**config.mk**
```make
export PLATFORM = sky130hd
export DESIGN_NAME = pwm_multi
export DESIGN_NICKNAME = d
export VERILOG_FILES = /design/src/rtl/pwm_pkg.sv /design/src/rtl/pwm_timebase.sv /design/src/rtl/pwm_multi.sv
export SDC_FILE = /design/constraint.sdc
export NUM_CORES = 1
export LEC_CHECK = 0
export ABC_CLOCK_PERIOD_IN_PS = 6700
export CAP_MARGIN = 40
export CORE_ASPECT_RATIO = 1.25
export CORE_MARGIN = 2
export CORE_UTILIZATION = 57
export DETAILED_ROUTE_END_ITERATION = 6
export PLACE_DENSITY_LB_ADDON = 0.12
export SETUP_SLACK_MARGIN = 0.5
export SKIP_LAST_GASP = 1
export SLEW_MARGIN = 10
export SYNTH_ARGS = -nofsm -noshare
export SYNTH_HDL_FRONTEND = slang
export SYNTH_SLANG_ARGS = --single-unit
```
**constraint.sdc**
```tcl
create_clock -name clk -period 6.7 [get_ports clk]
set_input_delay 1.34 -clock clk [delete_from_list [all_inputs] [get_ports clk]]
set_output_delay 1.34 -clock clk [all_outputs]
set_load 0.01 [all_outputs]
```
**src/rtl/pwm_pkg.sv**
```systemverilog
// Shared definitions for the multi-channel PWM: mode encodings, the counter
// direction type and the channel-index width helper.
package pwm_pkg;

  localparam logic PWM_MODE_EDGE   = 1'b0;
  localparam logic PWM_MODE_CENTER = 1'b1;

  typedef enum logic {
    DIR_UP   = 1'b0,
    DIR_DOWN = 1'b1
  } pwm_dir_e;

  // Channel select width; a single channel still gets a 1-bit select.
  function automatic int ch_idx_w(input int n);
    return (n > 1) ? $clog2(n) : 1;
  endfunction

endpackage

```
**src/rtl/pwm_timebase.sv**
```systemverilog
// Shared PWM timebase: counter, direction and the period/mode latched for the
// current frame, plus frame-boundary detection.
module pwm_timebase
  import pwm_pkg::*;
#(
  parameter int WIDTH = 8
) (
  input  logic             clk,
  input  logic             rst,
  input  logic             en_i,
  input  logic [WIDTH-1:0] period_i,
  input  logic             mode_i,
  output logic [WIDTH-1:0] cnt_o,
  output logic             boundary_o,
  output logic             frame_start_d_o
);

  logic [WIDTH-1:0] cnt_q, cnt_d;
  pwm_dir_e         dir_q, dir_d;
  logic [WIDTH-1:0] act_period_q, act_period_d;
  logic             act_mode_q, act_mode_d;

  logic [WIDTH-1:0] nxt_cnt;
  pwm_dir_e         nxt_dir;
  logic             boundary;
  logic             fs_d;

  always_ff @(posedge clk) begin
    if (rst) begin
      cnt_q        <= '0;
      dir_q        <= DIR_UP;
      act_period_q <= '0;
      act_mode_q   <= PWM_MODE_EDGE;
    end else begin
      cnt_q        <= cnt_d;
      dir_q        <= dir_d;
      act_period_q <= act_period_d;
      act_mode_q   <= act_mode_d;
    end
  end

  // Counter sequencing; ">=" keeps the count bounded even if it ever exceeds P.
  always_comb begin
    nxt_cnt = '0;
    nxt_dir = DIR_UP;
    if (act_mode_q == PWM_MODE_EDGE) begin
      nxt_cnt = (cnt_q >= act_period_q) ? '0 : cnt_q + WIDTH'(1);
      nxt_dir = DIR_UP;
    end else if (dir_q == DIR_UP) begin
      if (cnt_q >= act_period_q) begin
        nxt_cnt = (act_period_q == '0) ? '0 : act_period_q - WIDTH'(1);
        nxt_dir = DIR_DOWN;
      end else begin
        nxt_cnt = cnt_q + WIDTH'(1);
        nxt_dir = DIR_UP;
      end
    end else begin
      nxt_cnt = (cnt_q == '0) ? '0 : cnt_q - WIDTH'(1);
      nxt_dir = DIR_DOWN;
    end
  end

  always_comb begin
    cnt_d        = cnt_q;
    dir_d        = dir_q;
    act_period_d = act_period_q;
    act_mode_d   = act_mode_q;
    boundary     = 1'b0;
    fs_d         = 1'b0;
    if (!en_i) begin
      // Idle: parked at the frame start, tracking the live period and mode.
      cnt_d        = '0;
      dir_d        = DIR_UP;
      act_period_d = period_i;
      act_mode_d   = mode_i;
    end else begin
      boundary = (nxt_cnt == '0);
      fs_d     = (cnt_q == '0) && (dir_q == DIR_UP);
      cnt_d    = nxt_cnt;
      dir_d    = boundary ? DIR_UP : nxt_dir;
      if (boundary) begin
        act_period_d = period_i;
        act_mode_d   = mode_i;
      end
    end
  end

  assign cnt_o           = cnt_q;
  assign boundary_o      = boundary;
  assign frame_start_d_o = fs_d;

endmodule

```
**src/rtl/pwm_multi.sv**
```systemverilog
// Multi-channel PWM on one shared timebase with double-buffered duty registers
// that move from shadow to active only at frame boundaries.
module pwm_multi
  import pwm_pkg::*;
#(
  parameter int WIDTH    = 8,
  parameter int CHANNELS = 4
) (
  input  logic                            clk,
  input  logic                            rst,
  input  logic                            en,
  input  logic [WIDTH-1:0]                period,
  input  logic                            mode,
  input  logic                            wr_en,
  input  logic [ch_idx_w(CHANNELS)-1:0]   wr_ch,
  input  logic [WIDTH-1:0]                wr_duty,
  output logic [CHANNELS-1:0]             out,
  output logic                            frame_start
);

  localparam int CW = ch_idx_w(CHANNELS);

  logic [WIDTH-1:0]    cnt;
  logic                boundary;
  logic                fs_d;
  logic                wr_hit;
  logic [CHANNELS-1:0] out_d;
  logic [CHANNELS-1:0] out_q;
  logic                frame_start_q;

  pwm_timebase #(
    .WIDTH(WIDTH)
  ) u_timebase (
    .clk            (clk),
    .rst            (rst),
    .en_i           (en),
    .period_i       (period),
    .mode_i         (mode),
    .cnt_o          (cnt),
    .boundary_o     (boundary),
    .frame_start_d_o(fs_d)
  );

  // wr_en is a one-cycle strobe with no back-pressure: every in-range write is taken.
  assign wr_hit = wr_en && (int'(wr_ch) < CHANNELS);

  for (genvar i = 0; i < CHANNELS; i++) begin : g_ch
    logic [WIDTH-1:0] shadow_q;
    logic [WIDTH-1:0] active_q;

    always_ff @(posedge clk) begin
      if (rst) begin
        shadow_q <= '0;
        active_q <= '0;
      end else begin
        if (wr_hit && (wr_ch == CW'(i))) shadow_q <= wr_duty;
        // Transfer reads the pre-write shadow, so a same-edge write waits a frame.
        if (!en || boundary) active_q <= shadow_q;
      end
    end

    assign out_d[i] = en && (active_q > cnt);
  end

  always_ff @(posedge clk) begin
    if (rst) begin
      out_q         <= '0;
      frame_start_q <= 1'b0;
    end else begin
      out_q         <= out_d;
      frame_start_q <= en && fs_d;
    end
  end

  assign out         = out_q;
  assign frame_start = frame_start_q;

endmodule

```
# --- After elaboration in Yosys (flattened, before gate mapping) ---
# Cells that the tools add are included.
word_totals:
  latchBits: 0
  wordCells: 61
  rom_bits: 0
  n_memories: 0
  ff_bits: 87
  ram_bits: 0
  input_bits: 23
  output_inout_bits: 5
op_classes:
  muxes: 14
  reduce_logical: 18
  div: 0
  addsub: 3
  bitwise_logic: 3
  n_shift: 0
  n_mul: 0
  magnitude_cmp: 5
  eq_ne: 4
op_table:
  columns: ["op", "count"]
  rows:
  - ["$mux 8", 8]
  - ["$gt 8x8->1", 4]
  - ["$logic_not 8->1", 3]
  - ["$sub 8x1->8 const B", 2]
  - ["$logic_and 1x1->1", 10]
  - ["$add 8x1->8 const B", 1]
  - ["$ge 8x8->1", 1]
  - ["$mux 1", 6]
  - ["$eq 2x2->1 const B", 2]
  - ["$reduce_or 4->1", 1]
  - ["$not 1->1", 3]
  - ["$eq 2x1->1 const B", 1]
  - ["$logic_not 2->1", 1]
  - ["$ne 2x1->1 const B", 1]
  - ["$reduce_or 2->1", 1]
  - ["$logic_not 1->1", 1]
  - ["$logic_or 1x1->1", 1]

# --- Logic depth before layout (Yosys ltp) ---
# Gate-level depths: netlist of the first run.
depth:
  ltp_word: 8
  depth_mapped: 11

# --- Cells and area by module ---
# Synthesis of the first run repeated with hierarchy kept, for this count alone.
hier_totals:
  cells_unflattened: 586
  hier_area_um2: 5041.1
by_module_without_submodules:
  columns: ["mod", "instances", "area_each_um2", "cells_each", "seq_area_each_um2"]
  rows:
  - ["pwm_multi", 1, 3115.5, 350, 1381.3]
  - ["pwm_timebase", 1, 1925.6, 236, 360.3]

# --- Least setup slack after synthesis of the first run ---
# OpenSTA, ideal clock, no wires.
synth_timing:
  path_kind: "register to register"
  from: "reg u_timebase.cnt_q[0] (netlist: u_timebase.cnt_o[0])"
  to: "reg g_ch[0].active_q[0]"
  period_less_slack_ps: 2597
  stages_incl_launch_ff: 12
  setup_time_ps: 72
  slack_ps: 4103
  n_path_buf: 1
  arrival_ps: 2525
  cell_sequence: "dfxtp_1 > inv_1 > ha_1 > nor2b_1 > o21ai_1 > a211oi_4 > a21oi_2 > o22ai_2 > a211oi_2 > a41oi_4 > buf_8 > mux2i_1"
synth_via:
  elab_chain_cells: 7
synth_lines:
  columns: ["element", "line_no", "rtl"]
  rows:
  - ["from (decl)", "pwm_timebase.sv:18", "logic [WIDTH-1:0] cnt_q, cnt_d;"]
  - ["from (signal assigned)", "pwm_timebase.sv:35", "cnt_q <= cnt_d;"]
  - ["$add 8x1->8, or another cell as far along", "pwm_timebase.sv:47, pwm_timebase.sv:54", null]
  - ["$mux 8, on equally long branches", "pwm_timebase.sv:50, pwm_timebase.sv:58", null]
  - ["$mux 8", "pwm_timebase.sv:49", "end else if (dir_q == DIR_UP) begin"]
  - ["$mux 8 *", "pwm_timebase.sv:46", "if (act_mode_q == PWM_MODE_EDGE) begin"]
  - ["$logic_not 8->1 *", "pwm_timebase.sv:77", "boundary = (nxt_cnt == '0);"]
  - ["$mux 1 *", "pwm_timebase.sv:70", "if (!en_i) begin"]
  - ["$logic_or 1x1->1 *", "pwm_multi.sv:58", "if (!en || boundary) active_q <= shadow_q;"]
  - ["to (signal assigned)", "pwm_multi.sv:58", null]
  - ["to (decl)", "pwm_multi.sv:49", "logic [WIDTH-1:0] active_q;"]
# Mark *: on every way between the ends. The rest lies on a longest branch, timed or not.
# A chain may end at the register's enable or synchronous reset.

# --- Worst setup path after layout of the first run ---
layout_timing:
  from: "reg u_timebase.cnt_q[0] (netlist: u_timebase.cnt_o[0])"
  to: "reg g_ch[2].active_q[1]"
layout_via:
  elab_chain_cells: 7
layout_lines:
  columns: ["element", "line_no"]
  rows:
  - ["$add 8x1->8, or another cell as far along", "pwm_timebase.sv:47, pwm_timebase.sv:54"]
  - ["$mux 8, on equally long branches", "pwm_timebase.sv:50, pwm_timebase.sv:58"]
  - ["$mux 8", "pwm_timebase.sv:49"]
  - ["$mux 8 *", "pwm_timebase.sv:46"]
  - ["$logic_not 8->1 *", "pwm_timebase.sv:77"]
  - ["$mux 1 *", "pwm_timebase.sv:70"]
  - ["$logic_or 1x1->1 *", "pwm_multi.sv:58"]
  - ["to (signal assigned)", "pwm_multi.sv:58"]
  - ["to (decl)", "pwm_multi.sv:49"]
# Marks and branches as above.

==> run_results.csv, run 1 <==
group,metric,value,unit
critical_path,crit_buf_inv,2,
power_and_ir_drop,pwr-share-clk,0.280,
placement,placed_area,0.00530,mm2
timing,slew_headroom,0.430,
critical_path,critPathKind,"reg -> reg",
yosys,synthMostInstantiatedCell,"nand2b_1",
global_route,grt_max_degree,116,
power_and_ir_drop,p_comb_frac,0.294,
yosys,synth_top_area_cell,"dfxtp_1",
power_and_ir_drop,netSwitchingFraction,0.319,
yosys,muxShareOfSynthArea,0.155,
yosys,synth_top_area_frac,0.350,
layout,final_area,0.00550,mm2
layout,final_cells,670,
layout,nNetsFinal,613,
critical_path,cp_top_family,"compound AO/OA/AOI/OAI gates",
layout,fin_util,0.639,
clock_tree,cts-hold-fix-buffers,0,
yosys,avgSynthCellArea,9.49,um2
timing,setup_viol,0,
yosys,seq_area_frac_synth,0.350,
die,start_util,0.579,
critical_path,crit_fanout,42,
critical_path,slowest_stage,"buf_4",
critical_path,end_kind,"flip-flop",
die,row_count,38,
run_status,status,"finished, final reports clean",
timing,hold-worst-slack,0.469,ns
layout,diodes,0,
job,drv_cap,0,
critical_path,cpPeakStageDelay,0.58,ns
power_and_ir_drop,peakVddDrop,0.168,mV
clock_tree,root_buffer,"clkbuf_8",
global_route,grt_pass1_vias,3688,
clock_tree,clkLatencyLatePin,0.36,ns
yosys,synth_nets,593,
yosys,synth_xor_area_frac,0.00879,
clock_tree,clk_pin_slew,0.08,ns
critical_path,required,6.98,ns
power_and_ir_drop,power_density,246,mW/mm2
yosys,ys_seq_elements,87,
clock_tree,cts_tree,"yes",
global_route,grt_remaining_overflow,0,
yosys,synth_top_family_by_area,"simple AND/OR/NAND/NOR gates",
placement,place_inst,654,
power_and_ir_drop,power,1.36,mW
timing,hold_viol,0,
yosys,synthAdderAreaFrac,0.113,
timing,rsz0062_at_grt,"false",
route,drc,0,
timing,slew_violations,0,
route,ant_nets,0,
yosys,synth_compound_area_frac,0.106,
power_and_ir_drop,p_switching,433,uW
clock_tree,cts_buffer_depth,2,
global_route,grt_pass1_wl,17800,um
critical_path,crit_path_start_kind,"flip-flop",
die,die_h,109,um
min_path,worst_hold_path_type,"reg -> reg",
yosys,synthArstFlopShare,0,
clock_tree,htreeDepth,3,
die,die_x,87.6,um
placement,io_buffers,27,
power_and_ir_drop,power.internal,923,uW
clock_tree,cts.sink_count,87,
timing,period_share,0.512,
timing,fin_tns_setup,0,ns
route,vias,3730,
die,io_pins,28,
die,dieArea,0.00951,mm2
route,finalWirelength,10800,um
layout,areaGrowthSynthToFinish,10.4,%
critical_path,crit_chain,"inv_1 -> ha_1 -> nor2b_1 -> o21a_1 -> o21ai_2 -> nand2_1 -> a21oi_1 -> a211oi_2 -> a41oi_4 -> buf_4 -> mux2i_1",
yosys,syn-cell-area,0.00498,mm2
route,viasPerCell,5.57,
yosys,syn_inst,525,
placement,place_ws,3.33,ns
yosys,ys_top_cells_by_count,"90 x nand2b_1, 87 x dfxtp_1, 77 x mux2i_1",
timing,period_minus_slack,3.43,ns
yosys,synth_cell_type_count,53,
clock_tree,post_cts_resized,0,
global_route,grtUsageTotal,0.246,
route,drt_iter0_drc,123,
clock_tree,cts_made_buffers,9,
clock_tree,postCtsSetupBuffers,0,
timing,tightest_slew,0.856,ns
layout,fill_cells,731,
power_and_ir_drop,seq_power_share,0.426,
timing,fin_worst_skew,0.00871,ns
yosys,ys_warn_count,0,
die,coreArea,0.00861,mm2
layout,drive_above_1_share,0.0655,
placement,gp_congestion,0.918,
route,dr.pass1.iters,5,
yosys,synth-edff-count,0,
yosys,ys.flop_type,"dfxtp_1",
timing,setup_slack,3.27,ns
yosys,yosys.area_share.simple,0.226,
placement,dp_hpwl,8000,um
global_route,antenna_found_initial,0,
critical_path,worstPathArrival,3.71,ns
yosys,synth_area_leaders,"dfxtp_1 35%, mux2i_1 15%, ha_1 11%",
power_and_ir_drop,p_leak,2.31,nW
timing,max_freq,291,MHz
route,wl_per_cell,16.0,um
==> power groups by stage <==
stage	Sequential, mW	Clock, mW	Combinational [mW]
4_1_cts	0.577	0.388	0.399
3_3_place_gp	0.589	0	0.392
3_5_place_dp	0.589	0	0.398
2_1_floorplan	0.582	0	0.319
5_1_grt	0.581	0.409	0.439
6_report	0.577	0.379	0.399
==> area by class of cell <==
type                       count  area, um2  share of cell area
sequential                    87       1740               0.317
timing repair buffer          30        288              0.0523
tap                          120        150              0.0273
clock buffer                  12        155              0.0282
clock inverter                 4       52.6             0.00955
multi-input combinational    395       3030               0.551
inverter                      22       82.6              0.0150
==> worst reg2reg max path, stage by stage (launching register included) <==
cell and delay [ns]:
dfxtp_1 0.56, inv_1 0.18, ha_1 0.32, nor2b_1 0.05, o21a_1 0.20, o21ai_2 0.23, nand2_1 0.23, a21oi_1 0.38
a211oi_2 0.11, a41oi_4 0.22, buf_4 0.58, mux2i_1 0.30
==> cell usage in the layout (no fill, tap or decap), drive strengths merged, types with 6 or more instances in the layout <==
cell / synthesis / layout
dfxtp: 87 / 87
nand2: 8 / 8
a21o: 9 / 9
a21oi: 22 / 22
o21ai: 11 / 11
nand2b: 90 / 90
clkdlybuf4s50: 0 / 26
ha: 45 / 45
clkbuf: 15 / 12
a211oi: 6 / 6
inv: 22 / 23
mux2i: 77 / 77
nand4: 10 / 10
nor2b: 8 / 8
nor2: 54 / 54
nor3: 10 / 10
==> sequential cells by signal, indices dropped and copies added (netlist names) <==
signal and flops:
g_ch.active_q 32, g_ch.shadow_q 32, u_timebase.act_period_q 8, u_timebase.cnt_o 8, out 4, frame_start 1
u_timebase.act_mode_q 1, u_timebase.dir_q 1
==> path summary, 6_finish.rpt <==
check                            from  cells after the start             endpoint  slack (ns)
setup / recovery  u_timebase.cnt_o[0]                     11  g_ch[2].active_q[1]        3.27
hold / removal    g_ch[2].shadow_q[3]                      2  g_ch[2].active_q[3]        0.47
hold reg to reg   g_ch[2].shadow_q[3]                      2  g_ch[2].active_q[3]        0.47
setup reg to reg  u_timebase.cnt_o[0]                     11  g_ch[2].active_q[1]        3.27
==> routing by layer <==
metal / vias up / global-route usage / wire (um)
met5: - / 0 / 0
met4: 0 / 0.143 / 454
met3: 29 / 0.0397 / 326
met2: 78 / 0.420 / 5370
met1: 1747 / 0.286 / 4600
li1: 1876 / - / -
==> cells by family (layout without fill, tap and decap cells) <==
group           after synthesis  in the layout
compound gates               71             71
simple gates                197            197
fa+ha+maj                    45             45
flops                        87             87
xor+xnor                      5              5
mux                          77             77
buf+inv                      43             68
No activity file was read; power rests on OpenSTA's default activity.
==> run 2: changes to the inputs <==
Settings changed: ABC_CLOCK_PERIOD_IN_PS 6700 to 3550.
Clock period 6.7 ns to 3.55 ns, I/O delays scaled along.
==> run 2 against run 1 <==
- global-route usage increased by 0.11 points
- die area unchanged
- combinational power increased by 100%
- cell area increased by 1.2%
- sequential cell count unchanged
- power increased by 96%
- clock power increased by 100%
- sequential power increased by 87%
==> run_results.csv, run 2 (synthesized netlist as in run 1, its figures left out) <==
group,metric,value,unit
run_status,status,"finished, final reports clean",
critical_path,worstPathArrival,3.19,ns
timing,period_share,0.823,
min_path,worst_hold_path_type,"reg -> reg",
clock_tree,clk_pin_slew,0.09,ns
die,dieArea,0.00951,mm2
critical_path,crit_path_start_kind,"flip-flop",
die,die_h,109,um
route,finalWirelength,11100,um
global_route,grt_max_degree,115,
clock_tree,htreeDepth,3,
placement,place_inst,656,
placement,gp_congestion,0.953,
global_route,grtUsageTotal,0.247,
critical_path,cp-startpoint,"u_timebase.cnt_o[1]",
timing,hold_viol,0,
die,row_count,38,
global_route,antenna_found_initial,0,
clock_tree,postCtsSetupBuffers,0,
die,coreArea,0.00861,mm2
timing,slew_violations,0,
timing,slew_headroom,0.430,
clock_tree,root_buffer,"clkbuf_8",
route,drc,0,
layout,layout_commonest_cell,"nand2b_1",
timing,rsz0062_at_grt,"false",
critical_path,r2r-start,"u_timebase.cnt_o[1]",
job,drv_cap,0,
timing,period_minus_slack,2.92,ns
route,drt_iter0_drc,150,
clock_tree,cts.sink_count,87,
clock_tree,cts-hold-fix-buffers,0,
critical_path,crit_fanout,21,
layout,diodes,0,
clock_tree,cts_made_buffers,9,
route,vias,3707,
min_path,hp-start,"g_ch[1].shadow_q[0]",
layout,layout_common_cells,"90 x nand2b_1, 84 x dfxtp_1, 77 x mux2i_1",
global_route,use_met2,0.440,
layout,nNetsFinal,616,
timing,hold-worst-slack,0.476,ns
route,ant_nets,0,
global_route,grt_remaining_overflow,0,
route,viasPerCell,5.51,
route,wl_per_cell,16.5,um
critical_path,r2r_slack,0.63,ns
placement,dp_hpwl,8260,um
layout,fill_cells,707,
timing,max_freq,342,MHz
die,io_pins,28,
critical_path,end_kind,"flip-flop",
global_route,top_usage_layer,"met2",
layout,drive_above_1_share,0.0759,
die,die_x,87.6,um
timing,setup_viol,0,
power_and_ir_drop,peakVddDrop,0.324,mV
power_and_ir_drop,p_leak,2.34,nW
clock_tree,cts_tree,"yes",
critical_path,required,3.82,ns
layout,top_regs,"g_ch.active_q x32, g_ch.shadow_q x32",
timing,fin_tns_setup,0,ns
global_route,use_met3,0.0374,
layout,areaGrowthSynthToFinish,11.8,%
clock_tree,cts_buffer_depth,2,
timing,tightest_slew,0.855,ns
layout,final_cells,673,
global_route,grt_pass1_wl,18100,um
clock_tree,clkLatencyLatePin,0.36,ns
die,start_util,0.579,
critical_path,critPathKind,"reg -> reg",
global_route,grt_pass1_vias,3759,
power_and_ir_drop,power_density,476,mW/mm2
timing,fin_worst_skew,0.0130,ns
global_route,use_met1,0.287,
placement,io_buffers,27,
route,dr.pass1.iters,4,
==> run 2: path summary, 6_finish.rpt <==
check	end	cells after the start
hold reg to reg	g_ch[1].active_q[0]	2
setup reg to reg	u_timebase.act_period_q[7]	11
hold / removal	g_ch[1].active_q[0]	2
setup / recovery	u_timebase.act_period_q[7]	11
==> run 2: repair_timing <==
action | in CTS | in global routing
setup endpoints to repair | 1 | 12
resized for setup | 1 | 2
endpoints found under the hold margin | 0 | 0
cloned | 0 | 1
pin swaps | 0 | 0
==> run 2: power breakdown <==
| group | internal [mW] | total (mW) | switching [mW] |
|---|---|---|---|
| sequential | 1.03 | 1.08 | 0.0540 |
| combinational | 0.371 | 0.807 | 0.436 |
| clock | 0.401 | 0.763 | 0.362 |
| total | 1.80 | 2.65 | 0.852 |
==> run 2: final cells by class <==
class | count | area [um2] | share of cell area
clock buffer | 10 | 128 | 0.0229
clock inverter | 6 | 90.1 | 0.0162
inverter | 22 | 82.6 | 0.0148
multi-input combinational | 395 | 3030 | 0.545
sequential | 87 | 1750 | 0.313
tap | 120 | 150 | 0.0270
timing repair buffer | 33 | 340 | 0.0611
==> run 2: metrics by stage <==
stage	util	instance area [um2]	total power, mW	setup WS, ns
floorplan	-	4980	1.70	0.953
global placement	0.618	5320	1.87	0.469
detailed placement	0.618	5320	1.88	0.483
CTS	0.644	5540	2.64	0.563
global route	0.647	5570	2.79	0.506
finish	0.647	5570	2.65	0.629
==> run 2: routing by layer <==
metal / wire (um) / share of wire
met1: 4780 / 0.43
met2: 5680 / 0.51
met3: 266 / 0.024
met4: 409 / 0.037
met5: 0 / 0
==> run 2: worst max-delay path: stages (launching register included) <==
cell	delay, ns
dfxtp_1	0.50
inv_1	0.23
ha_1	0.25
nor2b_1	0.16
a31oi_2	0.35
a31o_1	0.21
a21oi_2	0.04
o22ai_2	0.21
a211oi_2	0.07
a41oi_4	0.32
buf_12	0.24
mux2i_1	0.27
